==> config.mk <==
export PLATFORM = sky130hd
export DESIGN_NAME = debug_command_engine
export DESIGN_NICKNAME = d
export VERILOG_FILES = /design/src/rtl/debug_command_engine.sv
export SDC_FILE = /design/constraint.sdc
export NUM_CORES = 1
export LEC_CHECK = 0
export ABC_AREA = 1
export ABC_CLOCK_PERIOD_IN_PS = 3350
export BUFFER_PORTS_ARGS = -buffer_cell sky130_fd_sc_hd__buf_2
export CORE_MARGIN = 2
export CORE_UTILIZATION = 58
export CTS_BUF_LIST = sky130_fd_sc_hd__clkbuf_4 sky130_fd_sc_hd__clkbuf_8
export DETAILED_ROUTE_END_ITERATION = 16
export PLACE_DENSITY = 0.82
export SYNTH_ARGS = -nofsm -noshare
export SYNTH_HDL_FRONTEND = slang
export SYNTH_SLANG_ARGS = --single-unit
==> constraint.sdc <==
create_clock -name i_Clock -period 3.35 [get_ports i_Clock]
set_input_delay 0.5025 -clock i_Clock [delete_from_list [all_inputs] [get_ports i_Clock]]
set_output_delay 0.5025 -clock i_Clock [all_outputs]
set_load 0.02 [all_outputs]
==> src/rtl/debug_command_engine.sv <==
// debug_command_engine
//   Byte-stream debug command processor for the CPU core. Opcodes and
//   little-endian arguments arrive on a UART byte link. The engine drives the
//   core's halt/reset/PC/register-file ports and a req/ack data-memory bus.
//   Response bytes are queued in a show-ahead TX FIFO.
//
// Ports
//   i_Clock, i_Reset_N            clock, asynchronous active-low reset
//   i_Rx_Valid, i_Rx_Byte         received byte strobe and value
//   o_Tx_Valid, o_Tx_Byte         FIFO non-empty and head byte
//   i_Tx_Ready                    head byte is taken when valid & ready
//   i_PC, i_Pipeline_Flushed      core status
//   o_Halt_Cpu, o_Reset_Cpu       sticky core control levels
//   o_Write_PC_*                  one-cycle PC write
//   o_Reg_Read_*, i_Reg_Read_Data register read (data one cycle after strobe)
//   o_Reg_Write_*                 one-cycle register write
//   o_Mem_*, i_Mem_Ack/Rdata      memory request held until ack
module debug_command_engine #(
  parameter int         DATA_WIDTH     = 32,
  parameter int         REG_ADDR_WIDTH = 5,
  parameter int         TX_FIFO_DEPTH  = 16,
  parameter int         TIMEOUT_CYCLES = 100000,
  parameter logic [7:0] PING_BYTE      = 8'hA5,
  parameter logic [7:0] ACK_BYTE       = 8'h4B
) (
  input  logic                      i_Clock,
  input  logic                      i_Reset_N,
  input  logic                      i_Rx_Valid,
  input  logic [7:0]                i_Rx_Byte,
  output logic                      o_Tx_Valid,
  output logic [7:0]                o_Tx_Byte,
  input  logic                      i_Tx_Ready,
  input  logic [DATA_WIDTH-1:0]     i_PC,
  input  logic                      i_Pipeline_Flushed,
  output logic                      o_Halt_Cpu,
  output logic                      o_Reset_Cpu,
  output logic                      o_Write_PC_Enable,
  output logic [DATA_WIDTH-1:0]     o_Write_PC_Data,
  output logic                      o_Reg_Read_Enable,
  output logic [REG_ADDR_WIDTH-1:0] o_Reg_Read_Addr,
  input  logic [DATA_WIDTH-1:0]     i_Reg_Read_Data,
  output logic                      o_Reg_Write_Enable,
  output logic [REG_ADDR_WIDTH-1:0] o_Reg_Write_Addr,
  output logic [DATA_WIDTH-1:0]     o_Reg_Write_Data,
  output logic                      o_Mem_Req,
  output logic                      o_Mem_We,
  output logic [DATA_WIDTH-1:0]     o_Mem_Addr,
  output logic [DATA_WIDTH-1:0]     o_Mem_Wdata,
  input  logic                      i_Mem_Ack,
  input  logic [DATA_WIDTH-1:0]     i_Mem_Rdata
);

  localparam int         W        = DATA_WIDTH / 8;
  localparam logic [7:0] W8       = 8'(W);
  localparam int         AW       = $clog2(TX_FIFO_DEPTH);
  localparam logic [AW:0]   DEPTH_C = (AW+1)'(TX_FIFO_DEPTH);
  localparam logic [AW:0]   CNT_ONE = (AW+1)'(1);
  localparam logic [AW-1:0] PTR_ONE = AW'(1);
  localparam logic [31:0]   TO_LAST = 32'(TIMEOUT_CYCLES - 1);

  localparam logic [7:0] OP_NOP       = 8'h00;
  localparam logic [7:0] OP_RESET     = 8'h01;
  localparam logic [7:0] OP_UNRESET   = 8'h02;
  localparam logic [7:0] OP_HALT      = 8'h03;
  localparam logic [7:0] OP_UNHALT    = 8'h04;
  localparam logic [7:0] OP_PING      = 8'h05;
  localparam logic [7:0] OP_READ_PC   = 8'h06;
  localparam logic [7:0] OP_WRITE_PC  = 8'h07;
  localparam logic [7:0] OP_READ_REG  = 8'h08;
  localparam logic [7:0] OP_WRITE_REG = 8'h09;
  localparam logic [7:0] OP_READ_MEM  = 8'h0A;
  localparam logic [7:0] OP_WRITE_MEM = 8'h0B;

  localparam logic [7:0] ERR_UNKNOWN  = 8'hEE;
  localparam logic [7:0] ERR_ARG_TO   = 8'hEF;
  localparam logic [7:0] ERR_MEM_TO   = 8'hEB;

  typedef enum logic [2:0] {
    S_IDLE, S_ARGS, S_WAIT_FLUSH, S_EXEC, S_WAIT_MEM, S_RESPOND
  } state_t;

  function automatic logic [7:0] arg_count(input logic [7:0] op);
    case (op)
      OP_WRITE_PC:  arg_count = W8;
      OP_READ_REG:  arg_count = 8'd1;
      OP_WRITE_REG: arg_count = W8 + 8'd1;
      OP_READ_MEM:  arg_count = W8;
      OP_WRITE_MEM: arg_count = W8 + W8;
      default:      arg_count = 8'd0;
    endcase
  endfunction

  function automatic logic halts_core(input logic [7:0] op);
    halts_core = (op == OP_WRITE_PC) || (op == OP_READ_REG) ||
                 (op == OP_WRITE_REG) || (op == OP_READ_MEM) ||
                 (op == OP_WRITE_MEM);
  endfunction

  state_t                    state_q, state_d;
  logic [7:0]                cmd_q, cmd_d;
  logic [7:0]                arg_cnt_q, arg_cnt_d;
  logic [31:0]               to_cnt_q, to_cnt_d;
  logic [REG_ADDR_WIDTH-1:0] reg_addr_q, reg_addr_d;
  logic [DATA_WIDTH-1:0]     addr_q, addr_d;
  logic [DATA_WIDTH-1:0]     data_q, data_d;
  logic                      halt_q, halt_d;
  logic                      rst_cpu_q, rst_cpu_d;
  logic [DATA_WIDTH-1:0]     resp_data_q, resp_data_d;
  logic [7:0]                resp_len_q, resp_len_d;
  logic                      reg_cap_q, reg_cap_d;
  logic [AW-1:0]             wr_ptr_q, wr_ptr_d;
  logic [AW-1:0]             rd_ptr_q, rd_ptr_d;
  logic [AW:0]               count_q, count_d;
  logic [7:0]                fifo_mem_q [TX_FIFO_DEPTH];

  logic fifo_full, fifo_nonempty, push, pop;
  logic is_mem_op, args_done, args_timeout, mem_timeout, resp_done;

  always_comb begin
    fifo_full     = (count_q == DEPTH_C);
    fifo_nonempty = (count_q != '0);
    pop           = fifo_nonempty && i_Tx_Ready;
    is_mem_op     = (cmd_q == OP_READ_MEM) || (cmd_q == OP_WRITE_MEM);
    args_done     = (state_q == S_ARGS) && i_Rx_Valid &&
                    ((arg_cnt_q + 8'd1) == arg_count(cmd_q));
    args_timeout  = (state_q == S_ARGS) && !i_Rx_Valid && (to_cnt_q == TO_LAST);
    mem_timeout   = (state_q == S_WAIT_MEM) && !i_Mem_Ack && (to_cnt_q == TO_LAST);
    // READ_REG spends its first RESPOND cycle capturing register data.
    push          = (state_q == S_RESPOND) && !reg_cap_q &&
                    (resp_len_q != 8'd0) && !fifo_full;
    resp_done     = (state_q == S_RESPOND) && !reg_cap_q &&
                    ((resp_len_q == 8'd0) || (push && (resp_len_q == 8'd1)));
  end

  // State and datapath registers
  always_ff @(posedge i_Clock or negedge i_Reset_N) begin
    if (!i_Reset_N) begin
      state_q     <= S_IDLE;
      cmd_q       <= '0;
      arg_cnt_q   <= '0;
      to_cnt_q    <= '0;
      reg_addr_q  <= '0;
      addr_q      <= '0;
      data_q      <= '0;
      halt_q      <= 1'b0;
      rst_cpu_q   <= 1'b0;
      resp_data_q <= '0;
      resp_len_q  <= '0;
      reg_cap_q   <= 1'b0;
      wr_ptr_q    <= '0;
      rd_ptr_q    <= '0;
      count_q     <= '0;
    end else begin
      state_q     <= state_d;
      cmd_q       <= cmd_d;
      arg_cnt_q   <= arg_cnt_d;
      to_cnt_q    <= to_cnt_d;
      reg_addr_q  <= reg_addr_d;
      addr_q      <= addr_d;
      data_q      <= data_d;
      halt_q      <= halt_d;
      rst_cpu_q   <= rst_cpu_d;
      resp_data_q <= resp_data_d;
      resp_len_q  <= resp_len_d;
      reg_cap_q   <= reg_cap_d;
      wr_ptr_q    <= wr_ptr_d;
      rd_ptr_q    <= rd_ptr_d;
      count_q     <= count_d;
    end
  end

  // FIFO storage carries no reset; o_Tx_Byte is masked while empty.
  always_ff @(posedge i_Clock) begin
    if (push) fifo_mem_q[wr_ptr_q] <= resp_data_q[7:0];
  end

  // Next-state logic
  always_comb begin
    state_d = state_q;
    case (state_q)
      S_IDLE:
        if (i_Rx_Valid) state_d = (arg_count(i_Rx_Byte) != 8'd0) ? S_ARGS : S_EXEC;
      S_ARGS:
        if (args_timeout)   state_d = S_RESPOND;
        else if (args_done) state_d = S_WAIT_FLUSH;
      S_WAIT_FLUSH:
        if (i_Pipeline_Flushed) state_d = S_EXEC;
      S_EXEC:
        state_d = is_mem_op ? S_WAIT_MEM : S_RESPOND;
      S_WAIT_MEM:
        if (i_Mem_Ack || mem_timeout) state_d = S_RESPOND;
      S_RESPOND:
        if (resp_done) state_d = S_IDLE;
      default:
        state_d = S_IDLE;
    endcase
  end

  // Argument collection, command side effects and response staging
  always_comb begin
    cmd_d       = cmd_q;
    arg_cnt_d   = arg_cnt_q;
    to_cnt_d    = to_cnt_q;
    reg_addr_d  = reg_addr_q;
    addr_d      = addr_q;
    data_d      = data_q;
    halt_d      = halt_q;
    rst_cpu_d   = rst_cpu_q;
    resp_data_d = resp_data_q;
    resp_len_d  = resp_len_q;
    reg_cap_d   = reg_cap_q;

    case (state_q)
      S_IDLE: begin
        if (i_Rx_Valid) begin
          cmd_d     = i_Rx_Byte;
          arg_cnt_d = 8'd0;
          to_cnt_d  = '0;
          if (halts_core(i_Rx_Byte)) halt_d = 1'b1;
        end
      end
      S_ARGS: begin
        if (i_Rx_Valid) begin
          to_cnt_d  = '0;
          arg_cnt_d = arg_cnt_q + 8'd1;
          // Fields fill by shifting in from the top, so LSB-first bytes
          // land little-endian after W shifts.
          if ((cmd_q == OP_READ_REG || cmd_q == OP_WRITE_REG) && arg_cnt_q == 8'd0)
            reg_addr_d = i_Rx_Byte[REG_ADDR_WIDTH-1:0];
          else if (cmd_q == OP_READ_MEM || (cmd_q == OP_WRITE_MEM && arg_cnt_q < W8))
            addr_d = {i_Rx_Byte, addr_q[DATA_WIDTH-1:8]};
          else
            data_d = {i_Rx_Byte, data_q[DATA_WIDTH-1:8]};
        end else begin
          to_cnt_d = to_cnt_q + 32'd1;
          if (args_timeout) begin
            resp_data_d = DATA_WIDTH'(ERR_ARG_TO);
            resp_len_d  = 8'd1;
          end
        end
      end
      S_EXEC: begin
        resp_len_d = 8'd0;
        to_cnt_d   = '0;
        case (cmd_q)
          OP_NOP:     ;
          OP_RESET:   rst_cpu_d = 1'b1;
          OP_UNRESET: rst_cpu_d = 1'b0;
          OP_HALT:    halt_d    = 1'b1;
          OP_UNHALT:  halt_d    = 1'b0;
          OP_PING: begin
            resp_data_d = DATA_WIDTH'(PING_BYTE);
            resp_len_d  = 8'd1;
          end
          OP_READ_PC: begin
            resp_data_d = i_PC;
            resp_len_d  = W8;
          end
          OP_WRITE_PC, OP_WRITE_REG: begin
            resp_data_d = DATA_WIDTH'(ACK_BYTE);
            resp_len_d  = 8'd1;
          end
          OP_READ_REG: begin
            resp_len_d = W8;
            reg_cap_d  = 1'b1;
          end
          OP_READ_MEM, OP_WRITE_MEM: ;
          default: begin
            resp_data_d = DATA_WIDTH'(ERR_UNKNOWN);
            resp_len_d  = 8'd1;
          end
        endcase
      end
      S_WAIT_MEM: begin
        to_cnt_d = to_cnt_q + 32'd1;
        if (i_Mem_Ack) begin
          if (cmd_q == OP_READ_MEM) begin
            resp_data_d = i_Mem_Rdata;
            resp_len_d  = W8;
          end else begin
            resp_data_d = DATA_WIDTH'(ACK_BYTE);
            resp_len_d  = 8'd1;
          end
        end else if (mem_timeout) begin
          resp_data_d = DATA_WIDTH'(ERR_MEM_TO);
          resp_len_d  = 8'd1;
        end
      end
      S_RESPOND: begin
        if (reg_cap_q) begin
          resp_data_d = i_Reg_Read_Data;
          reg_cap_d   = 1'b0;
        end else if (push) begin
          resp_data_d = resp_data_q >> 8;
          resp_len_d  = resp_len_q - 8'd1;
        end
      end
      default: ;
    endcase
  end

  // FIFO pointers and occupancy
  always_comb begin
    wr_ptr_d = push ? (wr_ptr_q + PTR_ONE) : wr_ptr_q;
    rd_ptr_d = pop  ? (rd_ptr_q + PTR_ONE) : rd_ptr_q;
    case ({push, pop})
      2'b10:   count_d = count_q + CNT_ONE;
      2'b01:   count_d = count_q - CNT_ONE;
      default: count_d = count_q;
    endcase
  end

  // Outputs
  always_comb begin
    o_Tx_Valid         = fifo_nonempty;
    o_Tx_Byte          = fifo_nonempty ? fifo_mem_q[rd_ptr_q] : 8'h00;
    o_Halt_Cpu         = halt_q;
    o_Reset_Cpu        = rst_cpu_q;
    o_Write_PC_Enable  = (state_q == S_EXEC) && (cmd_q == OP_WRITE_PC);
    o_Write_PC_Data    = data_q;
    o_Reg_Read_Enable  = (state_q == S_EXEC) && (cmd_q == OP_READ_REG);
    o_Reg_Read_Addr    = reg_addr_q;
    o_Reg_Write_Enable = (state_q == S_EXEC) && (cmd_q == OP_WRITE_REG);
    o_Reg_Write_Addr   = reg_addr_q;
    o_Reg_Write_Data   = data_q;
    // Request rises in EXEC and is held through the ack cycle of WAIT_MEM.
    o_Mem_Req          = ((state_q == S_EXEC) && is_mem_op) || (state_q == S_WAIT_MEM);
    o_Mem_We           = o_Mem_Req && (cmd_q == OP_WRITE_MEM);
    o_Mem_Addr         = addr_q;
    o_Mem_Wdata        = data_q;
  end

endmodule

* Yosys cells after proc, flatten, opt, wreduce, memory -nomap -nowiden
Memory sizes are Yosys's and may differ from the RTL's. Index checks and enable logic that the tools add are counted.
Word-level totals: bits in writable memories 128, input port bits 110, logic and storage cells 182, memories 1, output and inout port bits 154, register bits after elaboration 176
Operators by class: reductions and logical operators 65, eq/ne operators 43, mux-type cells 48, bitwise operators 2, order comparisons 1, add/subtract/negate cells 7
Memories:
- fifo_mem_q | words 16, bits a word 8, read ports 1, clocked after Yosys merged registers in 0, write ports 1, line 114 | logic [7:0] fifo_mem_q [TX_FIFO_DEPTH];
Operators with widths (number):
- 32-bit one-hot mux with 4 select lines | 3
- 32-bit 2-to-1 mux | 9
- 8-bit 2-to-1 mux | 11
- 8-bit by 4-bit == test with 1-bit output, second input constant | 8
- 8-bit by 3-bit == test with 1-bit output, second input constant | 5
- 32-bit by 1-bit adder with 32-bit output, second input constant | 1
- 32-bit by 17-bit == test with 1-bit output, second input constant | 1
- 4-bit one-hot mux with 4 select lines | 2
- 8-bit one-hot mux with 4 select lines | 1
- 8-bit logical NOT | 3
- 2-bit != test, second input constant | 11
- 3-bit 2-to-1 mux | 7
- 1-bit logical AND | 19
- 3-bit one-hot mux with 6 select lines | 1
- 8-bit by 1-bit == test with 1-bit output, second input constant | 2
- 8-bit by 2-bit == test with 1-bit output, second input constant | 2
- 8-bit one-hot mux with 2 select lines | 1
- 8-bit nonzero test | 2
- 4-bit AND reduction | 3
- 6-bit AND reduction | 2
- 1-bit logical OR | 10
- 5-bit one-hot mux with 2 select lines | 1
- 2-bit nonzero test | 5
- 3-bit != test, second input constant | 3
- other kinds (30) | 53

* Depth between registers and ports, before layout
depth after elaboration 9, depth in mapped cells 16

* Least setup slack after synthesis
OpenSTA, ideal clock, no wires.
kind reg-to-reg, start point register count_q[1], end point register count_q[4], arrival time 2.503 ns, data required time 3.225 ns, cell stages (with the launch flop) 16, slack 0.722 ns, cells stage by stage dfrtp_1 > nor2_1 > nand3_1 > nor2_1 > inv_1 > nand2_1 > inv_1 > ha_1 > ha_1 > nand2_1 > nor2_1 > a211oi_1 > nand2_1 > nand2_1 > nor2_1 > xor2_1
Between the ends: elaborated cells between the ends (all ways) 11
RTL lines:
- from (decl) | line 113 | logic [AW:0] count_q, count_d;
- from (signal assigned) | line 168 | count_q <= count_d;
- 5-bit nonzero test (*) | line 121 | fifo_nonempty = (count_q != '0);
- named net o_Tx_Valid | line 30 | output logic o_Tx_Valid,
- 1-bit logical AND (*) | line 122 | pop = fifo_nonempty && i_Tx_Ready;
- named net pop | line 116 | logic fifo_full, fifo_nonempty, push, pop;
- 2-bit by 1-bit == test with 1-bit output / 2-bit == test (equally long branches) | line 306 | case ({push, pop})
- 5-bit one-hot mux with 2 select lines / 2-bit nonzero test (equally long branches)
Mark *: on every way through the listed nets, which the timed path passes. The rest lies on a longest branch. A chain may end at the register's enable or synchronous reset.

* Final worst setup path
start point register rd_ptr_q[0], end point output o_Tx_Byte[4]
Between the ends: word-level cells in the longest chain between the ends 2
Ends and longest elaborated chain:
- from (decl) | line 112 | logic [AW-1:0] rd_ptr_q, rd_ptr_d;
- from (signal assigned) | line 167 | rd_ptr_q <= rd_ptr_d;
- memory 16 x 8 bit
- 8-bit 2-to-1 mux | line 316 | o_Tx_Byte = fifo_nonempty ? fifo_mem_q[rd_ptr_q] : 8'h00;
- to (decl) | line 31 | output logic [7:0] o_Tx_Byte,
No other way between the ends.

==> impl_metrics.toml <==
[run_status]
outcome = "finished, final reports clean"

[global_routing]
grt_pass1_vias = 11800
grt_max_degree = 68
gr-total-overflow = 0
grt_use_total_pct = 27.9
antenna_found_initial = 0
grt_pass1_wl_um = 60300

[clock_tree]
numCtsBuffers = 49
h-tree-depth = 2
cts_root_buf = "clkbuf_8"
cts_setup_buffers = 0
clk_latency_ns = 0.57
cts_tree = "done"
clkSinkCount = 304
cts_buffer_depth = 3
clkTransAtPathRegs_ns = 0.06

[synthesis]
syn-instance-count = 1640
synthArstFlopShare_pct = 57.9
synth_cell_types = 48
synth_fp_nets = 1766
syn_area_per_cell_sq_um = 9.14
yosysSeqAreaShare_pct = 55.0
synth.ff_latch_count = 304
syn_area_sq_mm = 0.0150
dominantRegCellSynth = "dfrtp_1"
yosysWarnings = 0
synth_edf_count = 128

[detailed_routing]
ant_nets = 0
wl_per_cell_um = 16.7
dr.pass1.iters = 5
wirelength_um = 37100
drc = 0
first_iter_violations = 1094
vias = 12400
via_per_inst = 5.59

[timing]
drv_slew = 0
tightestPinTransition_ns = 0.855
period_share_pct = 94.8
hold_ws_ns = 0.167
timing.fmax_mhz = 315
finalCriticalPeriod_ns = 3.18
fin_skew_ns = 0.0157
slew_headroom_pct = 42.9
hold_viol_final = 0
setup_viol = 0
fin_tns_setup_ns = 0
rsz0062_at_grt = "false"

[floorplanning]
start_util_pct = 59.4
ios = 264
die_h_um = 165
dieArea_sq_mm = 0.0271
die_w_um = 165
row_count = 58
fp.coreArea_sq_mm = 0.0253

[pwr]
power_mw = 14.6
ir_drop_mv = 1.15
p_leak_nw = 7.80
p_per_area_mw_per_mm2 = 851

[finish]
nets = 1972
antennaDiodeCount = 0
area_growth_pct = 14.1
drive_above_1_share_pct = 21.1

[critical_path]
crit_arrival_ns = 2.67
required_ns = 2.85
endpoint_kind = "output port"
timing_worst_setup_path_type = "reg -> out"
startpoint_type = "flip-flop"
cp_max_fo = 66

[run]
maxCapViolations = 0

[placed_design]
gp_routability_congestion = 0.914
port_buffers = 263
hpwl_um = 26000

[min_path]
hp-class = "in -> reg"
cells in the mapped netlist, types with 2 or more instances:
master,n,area [sq um]
xnor2_1,3,26.3
mux2i_1,32,320
buf_2,15,75.1
o221ai_1,32,280
o22ai_1,6,37.5
xor2_1,11,96.3
nand4_1,33,206
dfrtp_1,176,4400
o21ai_1,11,55.1
o21a_1,6,45.0
a31oi_1,5,31.3
o211ai_1,3,22.5
inv_2,7,26.3
buf_4,71,533
o21ai_0,160,801
ha_1,15,188
nor2_4,4,45.0
a21oi_1,53,265
nor4_1,3,18.8
nor3_4,2,32.5
clkbuf_1,34,128
or2_2,8,50.1
a211oi_1,2,15.0
buf_1,4,15.0
a22oi_1,19,143
nor2_2,6,37.5
a221oi_1,8,70.1
and3_1,2,12.5
edfxtp_1,128,3840
o31ai_1,2,15.0
nand3_1,78,390
nand2_1,353,1330
nor3_1,16,80.1
nand2_2,7,43.8
nor2_1,163,612
buf_6,2,22.5
inv_1,149,559
critical path, cell delays in order, from the launching register on:
cell and delay (ns):
dfrtp_2 0.36, buf_4 0.65, o21ai_0 0.26, o221ai_1 0.36, nand3_1 0.12, a21oi_1 0.15, buf_2 0.18
what timing repair did:
| action | CTS | global route |
|---|---|---|
| hold buffers | 1 | 0 |
| resized for setup | 0 | 0 |
| hold endpoints to repair | 58 | 0 |
area by class of cell:
| type | count | area (sq um) |
|---|---|---|
| Multi-Input combinational cell | 1052 | 5380 |
| Sequential cell | 304 | 8250 |
| Tap cell | 330 | 413 |
| Clock buffer | 66 | 827 |
| Inverter | 157 | 589 |
| Timing Repair Buffer | 282 | 1490 |
| Clock inverter | 23 | 160 |
| Fill cell | 1964 | 8140 |
flip-flops by register name, indices dropped and copies added, names as in the netlist:
register	count
o_Reset_Cpu	1
wr_ptr_q	4
rd_ptr_q	4
resp_len_q	8
o_Halt_Cpu	1
o_Mem_Wdata	32
o_Reg_Read_Addr	5
cmd_q	8
resp_data_q	32
count_q	5
fifo_mem_q	128
o_Mem_Addr	32
to_cnt_q	32
arg_cnt_q	8
state_q	3
reg_cap_q	1
cells in the final DEF (no fill, tap or decap), drive strengths merged, types with 6 or more instances in the layout:
cell type	n
nor2	174
a22oi	19
clkbuf	66
ha	15
mux2i	32
a21oi	53
nand4	33
o22ai	6
o221ai	32
or2	8
clkinv	20
o21ai	171
a221oi	8
xor2	11
dfrtp	176
o21a	6
nor3	18
buf	281
edfxtp	128
inv	158
nand2	361
nand3	80
final timing paths:
path	startpoint	end	slack [ns]	cells past startpoint
worst max-delay path	rd_ptr_q[0]$_DFFE_PN0P_	o_Tx_Byte[4]	0.17	6
min in group asynchronous	i_Reset_N	o_Mem_Wdata[1]$_DFFE_PN0P_	0.52	2
max in group asynchronous	i_Reset_N	rd_ptr_q[0]$_DFFE_PN0P_	2.01	3
worst min register to register	o_Mem_Addr[2]$_DFFE_PN0P_	o_Mem_Addr[2]$_DFFE_PN0P_	0.48	2
worst min-delay path	i_Mem_Rdata[31]	resp_data_q[31]$_DFFE_PN0P_	0.17	3
worst max register to register	count_q[1]$_DFFE_PN0P_	count_q[4]$_DFFE_PN0P_	0.61	16
routing by layer:
layer,GRT usage [%],part of all wire (%),up-vias
met1,39.1,43,5847
met3,5.52,7.9,67
met2,44.6,47,542
met5,0,0,-
li1,-,-,5910
met4,8.26,2.4,0
power breakdown:
group,internal [mW],switching [mW],total [mW]
registers,4.69,0.805,5.50
clock network,1.76,1.44,3.21
logic,1.84,4.02,5.86
per-stage QoR:
stage	instance area (sq um)	std cells	setup slack, ns	utilization (%)
after detailed placement	16100	2124	0.650	63.8
final	17100	2214	0.174	67.8
after global routing	17100	2214	0.0179	67.8
after CTS	17100	2214	0.184	67.8
after floorplan	15000	1640	0.722	-
after global placement	16100	2124	0.775	63.8
cells by family after synthesis:
group	count (synthesis)	share of synthesized area, %
buffers and inverters	284	9.12
muxes	32	2.14
and+or+nand+nor	681	19.5
DFF	304	55.0
xor gates and xnor gates	14	0.818
AOI/OAI and AO/OA	309	12.0
adders and majority gates	16	1.39
Power figures use the tool's default switching activity.
